[src/rtl/pc_redirect_ctl.sv]
// rtl/pc_redirect_ctl.sv - arbitrates trap/jalr/mispredict/jal redirects into the fetch PC.
// Define PC_REDIR_CNT_EN to add saturating redirect/hold event counters.
module pc_redirect_ctl #(
  parameter int XLEN = 64
) (
  input  logic            clk,
  input  logic            clr_n,
  input  logic            trap_taken,
  input  logic [XLEN-1:0] trap_addr,
  input  logic            jalr_taken,
  input  logic [XLEN-1:0] jalr_addr,
  input  logic            pr_miss,
  input  logic [XLEN-1:0] br_addr,
  input  logic            jal_taken,
  input  logic [XLEN-1:0] jal_addr,
  input  logic            if_busy,
  input  logic            if_rsp_vld,
  input  logic            pipe_stall,
  output logic            redir_vld,
  output logic [XLEN-1:0] redir_addr,
  output logic            pc_stall,
  output logic            flush_if,
  output logic            flush_id,
  output logic            drop_rsp,
  output logic            busy
`ifdef PC_REDIR_CNT_EN
  ,
  output logic [31:0]     redir_cnt,
  output logic [31:0]     hold_cnt
`endif
);

  localparam logic [1:0] ST_IDLE  = 2'd0;
  localparam logic [1:0] ST_DRAIN = 2'd1;
  localparam logic [1:0] ST_HOLD  = 2'd2;

  localparam logic [XLEN-1:0] JALR_MASK = ~{{(XLEN-1){1'b0}}, 1'b1};

  logic [1:0]      state_q, state_d;
  logic [XLEN-1:0] pend_addr_q, pend_addr_d;

  logic            req_any;
  logic            win_jal;
  logic [XLEN-1:0] req_tgt;
  logic            pc_free;

  logic            redir_c;
  logic [XLEN-1:0] addr_c;
  logic            stall_c;
  logic            flush_if_c;
  logic            flush_id_c;
  logic            drop_c;

  assign req_any = trap_taken | jalr_taken | pr_miss | jal_taken;
  assign win_jal = ~trap_taken & ~jalr_taken & ~pr_miss & jal_taken;
  assign pc_free = ~if_busy & ~pipe_stall;

  always_comb begin
    req_tgt = jal_addr;
    if (trap_taken)      req_tgt = trap_addr;
    else if (jalr_taken) req_tgt = jalr_addr & JALR_MASK;
    else if (pr_miss)    req_tgt = br_addr;
  end

  always_comb begin
    state_d     = state_q;
    pend_addr_d = pend_addr_q;
    redir_c     = 1'b0;
    addr_c      = '0;
    stall_c     = 1'b0;
    flush_if_c  = 1'b0;
    flush_id_c  = 1'b0;
    drop_c      = 1'b0;
    case (state_q)
      ST_IDLE: begin
        stall_c = if_busy | pipe_stall;
        if (req_any) begin
          flush_if_c = 1'b1;
          flush_id_c = ~win_jal;
          if (pc_free) begin
            redir_c = 1'b1;
            addr_c  = req_tgt;
          end else begin
            pend_addr_d = req_tgt;
            state_d     = if_busy ? ST_DRAIN : ST_HOLD;
          end
        end
      end
      ST_DRAIN: begin
        // Only a trap may retarget while pending; other sources are already flushed.
        stall_c = 1'b1;
        drop_c  = if_rsp_vld;
        if (trap_taken) begin
          flush_if_c  = 1'b1;
          flush_id_c  = 1'b1;
          pend_addr_d = trap_addr;
        end
        if (if_rsp_vld) state_d = ST_HOLD;
      end
      ST_HOLD: begin
        if (trap_taken) begin
          flush_if_c = 1'b1;
          flush_id_c = 1'b1;
        end
        if (pc_free) begin
          redir_c = 1'b1;
          addr_c  = trap_taken ? trap_addr : pend_addr_q;
          state_d = ST_IDLE;
        end else begin
          stall_c = 1'b1;
          if (trap_taken) pend_addr_d = trap_addr;
        end
      end
      default: state_d = ST_IDLE;
    endcase
  end

  always_ff @(posedge clk or negedge clr_n) begin
    if (!clr_n) begin
      state_q     <= ST_IDLE;
      pend_addr_q <= '0;
    end else begin
      state_q     <= state_d;
      pend_addr_q <= pend_addr_d;
    end
  end

  // Outputs are forced quiet while reset is held, even though requests may still toggle.
  assign redir_vld  = clr_n & redir_c;
  assign redir_addr = clr_n ? addr_c : '0;
  assign pc_stall   = clr_n & stall_c;
  assign flush_if   = clr_n & flush_if_c;
  assign flush_id   = clr_n & flush_id_c;
  assign drop_rsp   = clr_n & drop_c;
  assign busy       = clr_n & (state_q != ST_IDLE);

`ifdef PC_REDIR_CNT_EN
  logic [31:0] redir_cnt_q, hold_cnt_q;

  always_ff @(posedge clk or negedge clr_n) begin
    if (!clr_n) begin
      redir_cnt_q <= '0;
      hold_cnt_q  <= '0;
    end else begin
      if (redir_vld && (redir_cnt_q != 32'hFFFF_FFFF)) redir_cnt_q <= redir_cnt_q + 32'd1;
      if (busy && (hold_cnt_q != 32'hFFFF_FFFF))       hold_cnt_q  <= hold_cnt_q + 32'd1;
    end
  end

  assign redir_cnt = redir_cnt_q;
  assign hold_cnt  = hold_cnt_q;
`endif

endmodule

[config.mk]
export PLATFORM = sky130hd
export DESIGN_NAME = pc_redirect_ctl
export DESIGN_NICKNAME = d
export VERILOG_FILES = /design/src/rtl/pc_redirect_ctl.sv
export SDC_FILE = /design/constraint.sdc
export NUM_CORES = 1
export LEC_CHECK = 0
export CORE_ASPECT_RATIO = 0.9
export CORE_MARGIN = 8
export CORE_UTILIZATION = 37
export CTS_CLUSTER_SIZE = 16
export DETAILED_ROUTE_END_ITERATION = 8
export PLACE_DENSITY = 0.85
export SLEW_MARGIN = 5
export SYNTH_ARGS = -nofsm -noshare
export SYNTH_HDL_FRONTEND = slang
export SYNTH_SLANG_ARGS = --single-unit
[constraint.sdc]
create_clock -name clk -period 2.5 [get_ports clk]
set_input_delay 0.5 -clock clk [delete_from_list [all_inputs] [get_ports clk]]
set_output_delay 0.5 -clock clk [all_outputs]
set_load 0.02 [all_outputs]
==> flow_metrics.env <==
export IMPL_grt_pass1_wl_mm=51.4
export IMPL_cts_buffer_depth=2
export IMPL_dpl_cell_area_um2=10700
export IMPL_routed_wirelength_mm=35.2
export IMPL_seq_area_frac_synth_pct=25.9
export IMPL_power_density_nw_per_um2=667
export IMPL_synth_top_area_share_pct=25.9
export IMPL_grt_ovfl_total=0
export IMPL_synth_cell_area_um2=6370
export IMPL_first_global_vias=9426
export IMPL_placed_cells=1395
export IMPL_final_cell_area_um2=12800
export IMPL_tightest_slew_ns=0.896
export IMPL_die_h_um=140
export IMPL_syn_nets=1125
export IMPL_setup_ws_ns=-0.206
export IMPL_track_usage_pct=29.4
export IMPL_combPwrFrac_pct=59.5
export IMPL_worstSetupStartpointType="primary input"
export IMPL_p_sw_share_pct=45.0
export IMPL_rsz0062_at_grt="true"
export IMPL_p_leak_nw=4.96
export IMPL_rows=45
export IMPL_setup_violations=64
export IMPL_die_x_um=154
export IMPL_cts_buffers=9
export IMPL_netlist_top_cells_area="dfrtp_1 26%, mux2i_1 10%, o21ai_0 10%, o22ai_1 6.3%, nor4_1 6.2%"
export IMPL_post_drt_wl_per_cell_um=24.0
export IMPL_root_buffer="clkbuf_16"
export IMPL_clkTransAtPathRegs_ns=0.06
export IMPL_gp_congestion=0.902
export IMPL_layout_common_cells="258 x clkdlybuf4s50_1, 109 x buf_4, 69 x nand2_1, 68 x o21ai_0, 68 x nor2_1"
export IMPL_setup_worst_path_end_class="output port"
export IMPL_run_status="finished, violations left"
export IMPL_clk_latency_ns=0.33
export IMPL_antenna_found_initial=1
export IMPL_synth_avg_cell_area_um2=7.44
export IMPL_cp_max_fo=5
export IMPL_port_buffers=333
export IMPL_yosys_area_top_type="dfrtp_1"
export IMPL_max_clock_freq_ghz=0.370
export IMPL_final_common_cell="clkdlybuf4s50_1"
export IMPL_viasPerCell=6.39
export IMPL_path_class="in2out"
export IMPL_fin_cells=1464
export IMPL_drive_gt1_share_pct=31.4
export IMPL_slew_headroom_pct=40.3
export IMPL_cp_data_required_time_ns=2.00
export IMPL_yosysWarnings=0
export IMPL_worstPathArrival_ns=2.21
export IMPL_reg2reg_slack_ns=0.13
export IMPL_drv_cap=0
export IMPL_grt_start_max_net_pins=82
export IMPL_finalClockSkew_ns=0.00485
export IMPL_core_um2=16900
export IMPL_slew_viol_final=0
export IMPL_synth_cell_types=39
export IMPL_drc=0
export IMPL_p_sw_w=0.00384
export IMPL_peakVddDrop_uv=726
export IMPL_n_antenna_cell=0
export IMPL_ctsHoldBuffers=0
export IMPL_period_minus_slack_ns=2.71
export IMPL_vias=9362
export IMPL_drtIter0Drc=731
export IMPL_drtAntennaViolNets=0
export IMPL_area_growth_pct=101
export IMPL_synth_cells=856
export IMPL_first_pass_iters=5
export IMPL_seqPwrFrac_pct=26.6
export IMPL_p_int_w=0.00469
export IMPL_synth_seq_cells=66
export IMPL_io_pins=335
export IMPL_h_tree_depth=3
export IMPL_hold_viol=0
export IMPL_clock_sinks=66
export IMPL_cts_tree="done"
export IMPL_clkPwrFrac_pct=13.9
export IMPL_hp_class="in2async"
export IMPL_violations="negative setup slack"
export IMPL_nNetsFinal=1517
export IMPL_start_util_pct=37.7
export IMPL_period_share_pct=108
export IMPL_die_area_um2=21700
export IMPL_post_dp_hpwl_mm=20.6
-- power by group through the flow --
stage	clock network, W	registers [W]	logic, W
floorplan	0	0.00199	0.00246
global placement	0	0.00207	0.00411
detailed placement	0	0.00209	0.00424
CTS	0.00118	0.00215	0.00463
global route	0.00124	0.00232	0.00538
finish	0.00119	0.00227	0.00507
-- cells in the mapped netlist --
cell type	count
buf_6	7
inv_1	5
a21boi_0	1
buf_1	5
or3b_2	1
o311a_1	1
mux2i_1	64
and3_1	2
buf_4	4
a221oi_2	26
o32a_1	1
nor2_1	69
a22o_1	1
nand3_1	1
o311ai_2	1
nor3_1	64
buf_2	11
a211oi_1	1
dfrtp_1	66
a22oi_2	1
a2111oi_0	1
or2_2	1
o32ai_1	1
and4_4	1
o311ai_0	1
o21ai_0	128
nand2_1	69
nor2b_1	1
ha_1	4
clkbuf_1	81
o21ba_2	1
nor4_1	63
a32oi_1	1
a21oi_1	65
or4_4	1
o31ai_1	2
a221oi_1	37
nand2b_1	2
o22ai_1	64
-- state kept, by name (all words and copies together), names as in the netlist --
| register | cells |
|---|---|
| pend_addr_q | 64 |
| state_q | 2 |
-- worst max-delay path, stage by stage --
cell and delay, ns:
buf_6 0.09, or4_4 0.56, and4_4 0.22, buf_12 0.15, buf_12 0.13, clkbuf_16 0.16
o21ai_2 0.14, a21oi_2 0.09, buf_6 0.16
-- worst paths after layout --
check                                      startpoint                     endpoint  cells past startpoint
max                                           pr_miss                redir_addr[2]                      9
min                                             clr_n   pend_addr_q[0]$_DFFE_PN0P_                      2
max reg2reg                    state_q[0]$_DFFE_PN0P_  pend_addr_q[33]$_DFFE_PN0P_                     10
min reg2reg                pend_addr_q[0]$_DFFE_PN0P_   pend_addr_q[0]$_DFFE_PN0P_                      2
max in group asynchronous                       clr_n  pend_addr_q[36]$_DFFE_PN0P_                      3
min in group clk           pend_addr_q[0]$_DFFE_PN0P_   pend_addr_q[0]$_DFFE_PN0P_                      2
-- timing repair --
item                                   4_1_cts  5_1_grt
pin swaps                                   37       39
setup buffers                               12       15
gates resized for setup                    477      108
setup endpoints to repair                   68       66
endpoints found under the hold margin        0        0
gates cloned                                19       13
-- layer usage --
layer	GRT usage (%)	share of wire (%)	wire [um]
met5	0	0.037	13
met4	16.1	5.4	1910
met3	7.26	8.6	3040
met2	50.4	49	17100
met1	33.0	37	13100
-- stage by stage --
stage / setup slack [ns] / TNS [ns] / power [W] / util (%) / hold WS, ns
after floorplan: -0.0694 / -0.871 / 0.00445 / - / 0.204
after global placement: -0.760 / -46.67 / 0.00618 / 63.5 / 0.434
after detailed placement: -0.836 / -49.19 / 0.00633 / 63.5 / 0.434
after CTS: -0.247 / -9.47 / 0.00797 / 71.0 / 0.114
after global routing: -0.227 / -10.21 / 0.00894 / 75.7 / 0.121
final: -0.206 / -7.75 / 0.00853 / 75.7 / 0.128
-- kinds of logic after synthesis --
group | Yosys count | synth area share [%]
flops | 66 | 25.9
compound gates | 334 | 34.8
mux | 64 | 10.1
fa+ha+maj | 4 | 0.786
simple gates | 275 | 20.5
buf+inv | 113 | 7.94
-- layout make-up --
type	count	area, um2
repair buffers	487	5390
multi-input cells	679	5210
fillers	1080	4100
flip-flops and latches	66	1650
well taps	211	264
clock buffers	13	250
inverters	5	18.8
clock inverters	3	15.0
(Power assumes the default switching activity.)
